===== src/rtl/rle_capture_ctrl.sv =====
// ---------------------------------------------------------------------------
// rle_capture_ctrl
//
// Capture sequencer between the trigger logic, the run-length encoder and the
// sample-buffer write port. A host start command arms a capture. The first
// trigger starts the capture window. The window closes on a host stop or once
// the configured number of words has been accepted. Outside the capture window
// the encoder is held in reset.
//
// Ports
//   core_clk      : single clock for all logic
//   core_rst      : synchronous, active-high reset
//   cfg_start     : one-cycle start pulse; arms a capture (IDLE/DONE only)
//   cfg_stop      : one-cycle abort pulse (ARMED/RUN only)
//   cfg_rle_en    : 1 = write encoder words, 0 = write raw samples
//   cfg_depth     : words per capture, 0 = unlimited
//   trig_hit      : trigger level, qualified only in ARMED
//   sample_en     : raw-sample strobe (raw mode)
//   capture_data  : raw sample word
//   rle_data      : encoder word
//   rle_valid     : encoder word strobe (RLE mode)
//   rle_rst       : encoder reset, low only in RUN
//   wr_data       : buffer write word (0 when no word is written)
//   wr_valid      : buffer write strobe
//   wr_ready      : buffer can accept, sampled with the source strobe
//   busy          : high in ARMED and RUN
//   done          : high in DONE
//   overflow      : sticky, a word was dropped in the current capture
//   wr_count      : words accepted in the current capture
//   state_dbg     : current FSM state (0 IDLE, 1 ARMED, 2 RUN, 3 DONE)
//
// Write handshake: the buffer port is push-only. A source word in RUN is
// accepted when wr_ready is high in the same cycle as the strobe. An accepted
// word appears on wr_data with a one-cycle wr_valid pulse in the next cycle,
// and it is never held or retried. A word whose strobe sees wr_ready low is
// dropped and recorded in overflow.
// ---------------------------------------------------------------------------
module rle_capture_ctrl #(
   parameter int DEPTH_W = 32
) (
   input  logic               core_clk,
   input  logic               core_rst,
   input  logic               cfg_start,
   input  logic               cfg_stop,
   input  logic               cfg_rle_en,
   input  logic [DEPTH_W-1:0] cfg_depth,
   input  logic               trig_hit,
   input  logic               sample_en,
   input  logic [15:0]        capture_data,
   input  logic [15:0]        rle_data,
   input  logic               rle_valid,
   output logic               rle_rst,
   output logic [15:0]        wr_data,
   output logic               wr_valid,
   input  logic               wr_ready,
   output logic               busy,
   output logic               done,
   output logic               overflow,
   output logic [DEPTH_W-1:0] wr_count,
   output logic [1:0]         state_dbg
);

   typedef enum logic [1:0] {
      ST_IDLE  = 2'd0,
      ST_ARMED = 2'd1,
      ST_RUN   = 2'd2,
      ST_DONE  = 2'd3
   } state_t;

   state_t             state_q;
   state_t             state_d;

   // Capture configuration, latched on an accepted start.
   logic               rle_en_q;
   logic [DEPTH_W-1:0] depth_q;

   logic [DEPTH_W-1:0] count_q;
   logic               ovf_q;
   logic               wr_valid_q;
   logic [15:0]        wr_data_q;

   // Datapath decode
   logic               start_ok;
   logic               src_strobe;
   logic [15:0]        src_word;
   logic               accept;
   logic               drop;
   logic [DEPTH_W-1:0] count_inc;
   logic               count_sat;
   logic               depth_hit;

   // A start is honoured only when no capture is in progress.
   assign start_ok = cfg_start && ((state_q == ST_IDLE) || (state_q == ST_DONE));

   // Source strobes exist only inside the capture window. This also covers the
   // stop cycle: RUN is still the current state when cfg_stop arrives, so that
   // cycle's word is handled. Every later word falls into DONE and is ignored.
   assign src_strobe = (state_q == ST_RUN) && (rle_en_q ? rle_valid : sample_en);
   assign src_word   = rle_en_q ? rle_data : capture_data;
   assign accept     = src_strobe && wr_ready;
   assign drop       = src_strobe && !wr_ready;

   assign count_inc  = count_q + DEPTH_W'(1);
   assign count_sat  = &count_q;

   // With a nonzero depth the count never passes depth, so saturation does not
   // interfere with this compare. Saturation only matters for unlimited captures.
   assign depth_hit  = accept && (depth_q != '0) && (count_inc == depth_q);

   // ------------------------------------------------------------------
   // FSM: state register
   // ------------------------------------------------------------------
   always_ff @(posedge core_clk) begin
      if (core_rst) begin
         state_q <= ST_IDLE;
      end else begin
         state_q <= state_d;
      end
   end

   // ------------------------------------------------------------------
   // FSM: next-state logic
   // ------------------------------------------------------------------
   always_comb begin
      state_d = state_q;
      unique case (state_q)
         ST_IDLE: begin
            if (cfg_start) begin
               state_d = ST_ARMED;
            end
         end
         ST_ARMED: begin
            // A stop in the trigger cycle wins, so RUN is never entered.
            if (cfg_stop) begin
               state_d = ST_DONE;
            end else if (trig_hit) begin
               state_d = ST_RUN;
            end
         end
         ST_RUN: begin
            if (cfg_stop || depth_hit) begin
               state_d = ST_DONE;
            end
         end
         ST_DONE: begin
            if (cfg_start) begin
               state_d = ST_ARMED;
            end
         end
         default: begin
            state_d = ST_IDLE;
         end
      endcase
   end

   // ------------------------------------------------------------------
   // Latched capture configuration
   // ------------------------------------------------------------------
   always_ff @(posedge core_clk) begin
      if (core_rst) begin
         rle_en_q <= 1'b0;
         depth_q  <= '0;
      end else if (start_ok) begin
         rle_en_q <= cfg_rle_en;
         depth_q  <= cfg_depth;
      end
   end

   // ------------------------------------------------------------------
   // Word counter and sticky overflow. A start and a source strobe are
   // never active together, because they belong to disjoint states.
   // ------------------------------------------------------------------
   always_ff @(posedge core_clk) begin
      if (core_rst) begin
         count_q <= '0;
         ovf_q   <= 1'b0;
      end else if (start_ok) begin
         count_q <= '0;
         ovf_q   <= 1'b0;
      end else begin
         if (accept && !count_sat) begin
            count_q <= count_inc;
         end
         if (drop) begin
            ovf_q <= 1'b1;
         end
      end
   end

   // ------------------------------------------------------------------
   // Write port register: one-cycle latency. Data is forced to zero when
   // no word is written, so an idle bus reads 0.
   // ------------------------------------------------------------------
   always_ff @(posedge core_clk) begin
      if (core_rst) begin
         wr_valid_q <= 1'b0;
         wr_data_q  <= '0;
      end else begin
         wr_valid_q <= accept;
         wr_data_q  <= accept ? src_word : 16'h0000;
      end
   end

   // ------------------------------------------------------------------
   // Outputs are decoded only from registers.
   // ------------------------------------------------------------------
   assign rle_rst   = (state_q != ST_RUN);
   assign busy      = (state_q == ST_ARMED) || (state_q == ST_RUN);
   assign done      = (state_q == ST_DONE);
   assign overflow  = ovf_q;
   assign wr_count  = count_q;
   assign wr_valid  = wr_valid_q;
   assign wr_data   = wr_data_q;
   assign state_dbg = state_q;

endmodule


===== config.mk =====
export PLATFORM = sky130hd
export DESIGN_NAME = rle_capture_ctrl
export DESIGN_NICKNAME = d
export VERILOG_FILES = /design/src/rtl/rle_capture_ctrl.sv
export SDC_FILE = /design/constraint.sdc
export NUM_CORES = 1
export LEC_CHECK = 0
export ABC_AREA = 1
export ABC_CLOCK_PERIOD_IN_PS = 2800
export CAP_MARGIN = 40
export CORE_ASPECT_RATIO = 0.8
export CORE_UTILIZATION = 30
export CTS_CLUSTER_DIAMETER = 50
export DETAILED_ROUTE_END_ITERATION = 10
export PLACE_DENSITY = 0.58
export SLEW_MARGIN = 20
export SYNTH_ARGS = -nofsm -noshare
export SYNTH_HDL_FRONTEND = slang
export SYNTH_SLANG_ARGS = --single-unit
export TNS_END_PERCENT = 30

===== constraint.sdc =====
create_clock -name core_clk -period 2.8 [get_ports core_clk]
set_input_delay 0.42 -clock core_clk [delete_from_list [all_inputs] [get_ports core_clk]]
set_output_delay 0.42 -clock core_clk [all_outputs]
set_load 0.1 [all_outputs]

==> flow_summary.ini <==
[run_status]
status = finished clean

[sta]
slew_headroom = 0.608
maxSlewViolCount = 0
tightest_slew_ns = 0.587
holdWs_ns = 0.486
hold_viol = 0
fin_tns_setup_ns = 0
fin_crit_ns = 2.48
rsz0062_at_grt = no
finalCritPeriodShare = 0.885
clock_skew_ns = 0.0105
timing.fmax_mhz = 404
finalSetupViolCount = 0

[drt]
wl_per_cell_um = 14.4
wl_met1_um = 7670
wl_um = 15600
dr.max_layer_used = met4
vias = 4971
drt_pass1_iterations = 5
dr_wl_met2_um = 6160
vias_per_cell = 4.59
dr_wl_met3_um = 1590
drt_iter0_drc = 300
ant_nets = 0
remaining_drc_errors = 0

[worst_setup_path]
cp_num_buf_inv = 1
worst_ep_arrival_time_ns = 2.73
cp-startpoint = wr_count[0]$_SDFFE_PP0P_
cp-endpoint = state_dbg[0]$_SDFFE_PP0P_
r2r_setup_slack_ns = 0.32
critPathMaxFanout = 6
path_delay_family = simple AND/OR/NAND/NOR gates
critPathSlowestCell = dfxtp_2
required_ns = 3.05
ff2ff_path_depth = 15
critPathKind = flop to flop
regToRegStartpoint = wr_count[0]$_SDFFE_PP0P_
r2r_end = state_dbg[0]$_SDFFE_PP0P_
max_stage_delay_ns = 0.38
crit_cells = 15
end_kind = flop
crit_chain = ha_1 > nand2_2 > nor2_4 > nand2_2 > nor2_4 > buf_4 > xor3_4 > nor2_1 > nand3_1 > nor2_1 > nand3_1 > nand2_2 > nand3_1 > nand2_1 > nor2_1
startpoint_type = flop

[clock_tree]
insertion_delay_ns = 0.35
cts-htree-levels = 3
hold_buffers = 0
cts_sinks = 85
numCtsBuffers = 9
clk_pin_slew_ns = 0.07
cts_tree = built
cts-root-buf = clkbuf_16
clock_path_buffers = 2

[cells_and_area]
nFillCells = 1649
num_antenna_cells = 0
drive_gt1_frac = 0.120
areaGrowthSynthToFinish_pct = 36.3
multi_input_area_sq_mm = 0.00271
seq_area_sq_mm = 0.00170
instances_no_fill = 1083
nNetsFinal = 946

[power]
vdd_drop_max_v = 0.000687
power.density_mw_per_mm2 = 780
leakage_nw = 2.70

[yosys]
syn_area_sq_mm = 0.00475
synth_area_leaders = dfxtp_1 (36%), nand2_1 (17%), nor2_1 (10%)
synthDominantCellAreaShare = 0.358
ys_warn_count = 0
synth_top_cell_by_area = dfxtp_1
syn-num-nets = 818
ys_ff_latch = 85
yosysSeqAreaShare = 0.358
synth_cells = 740
syn_area_per_cell_sq_um = 6.42
synth_cell_types = 30

[flow_run]
cap_violations = 0

[floorplanning]
rows = 40
die_h_um = 115
die_w_um = 143
start_util = 0.311
pin_count = 128
core-area_sq_mm = 0.0153
die_area_sq_mm = 0.0164

[global_route]
gr-total-overflow = 0
grt_pass1_vias = 4771
grt_max_degree = 36
grt_antenna_before_repair = 0
grt_pass1_wl_um = 25200
grt_util_all_layers = 0.203

[placed_design]
place_inst = 1064
hpwlAfterDp_um = 12500
io_buffers = 127
gp_congestion = 0.860

[worst_hold_path]
hold_class = flop to flop
==> Yosys cell counts (all sizes together) <==
cell type	number
dfxtp	85
clkbuf	18
nor2	140
o21bai	1
and2	1
o211ai	1
or2	1
xor2	5
buf	6
a211oi	29
nand3b	7
a21oi	46
clkinv	2
o21ai	35
nand4	2
xnor2	4
nand2	225
ha	5
xor3	5
nor3	2
inv	65
nand3	54
o21ba	1
==> final cells by class <==
cell class	instances	area share
multi-input combinational	564	0.418
sequential	85	0.263
clock inverter	6	0.0108
tap	210	0.0406
timing repair buffer	141	0.193
inverter	67	0.0388
clock buffer	10	0.0353
==> layout by cell type (no fill, tap or decap), drive strengths merged, types with 7 or more instances in the layout <==
master / instances
nand2: 225
nor2: 140
dfxtp: 85
clkdlybuf4s50: 72
buf: 69
inv: 67
nand3: 54
a21oi: 46
o21ai: 35
a211oi: 29
clkbuf: 10
nand3b: 7
==> through the flow <==
step | instance area [sq um] | utilization | total power, mW | worst slack (ns)
finish | 6480 | 0.424 | 5.06 | 0.323
global route | 6480 | 0.424 | 5.41 | 0.0672
CTS | 6450 | 0.423 | 5.10 | 0.236
detailed placement | 6150 | 0.403 | 3.87 | 0.257
global placement | 6150 | 0.403 | 3.86 | 0.282
floorplan | 4760 | - | 3.22 | 0.0494
==> worst min path at each step <==
stage                        startpoint                  endpoint  slack [ns]  cells after the start
5_1_grt        depth_q[31]$_SDFFE_PP0P_  depth_q[31]$_SDFFE_PP0P_        0.52                      2
6_report          overflow$_SDFFE_PP0P_     overflow$_SDFFE_PP0P_        0.49                      1
4_1_cts           overflow$_SDFFE_PP0P_     overflow$_SDFFE_PP0P_        0.49                      1
3_3_place_gp      overflow$_SDFFE_PP0P_     overflow$_SDFFE_PP0P_        0.47                      1
2_1_floorplan  depth_q[30]$_SDFFE_PP0P_  depth_q[30]$_SDFFE_PP0P_        0.46                      2
3_5_place_dp      overflow$_SDFFE_PP0P_     overflow$_SDFFE_PP0P_        0.47                      1
==> registers in the layout, summed over array words and instances (netlist names) <==
register	flops
depth_q	32
overflow	1
rle_en_q	1
state_dbg	2
wr_count	32
wr_data	16
wr_valid	1
==> where the power goes <==
part           leakage [nW]  internal (mW)  switching [mW]
combinational          1.86          0.668            1.49
sequential            0.694           1.43           0.248
clock                 0.147          0.700           0.521
==> cell families (layout without fill, tap and decap cells) <==
kind of cell | count (synthesis) | count (layout) | synth area share
compound gates | 113 | 113 | 0.136
flops | 85 | 85 | 0.358
xor+xnor | 14 | 14 | 0.0424
buf+inv | 91 | 224 | 0.0729
simple gates | 432 | 432 | 0.377
fa+ha+maj | 5 | 5 | 0.0132
==> routing by layer <==
layer	up-vias	GRT usage
met1	2148	0.283
met2	174	0.292
met3	11	0.0761
met5	-	0
met4	0	0.0523
li1	2638	-
==> what timing repair did <==
item	4_1_cts	5_1_grt
buffers inserted	0	3
resized for setup	0	1
endpoints found under the setup margin	0	2
Power figures use the tool's default switching activity.
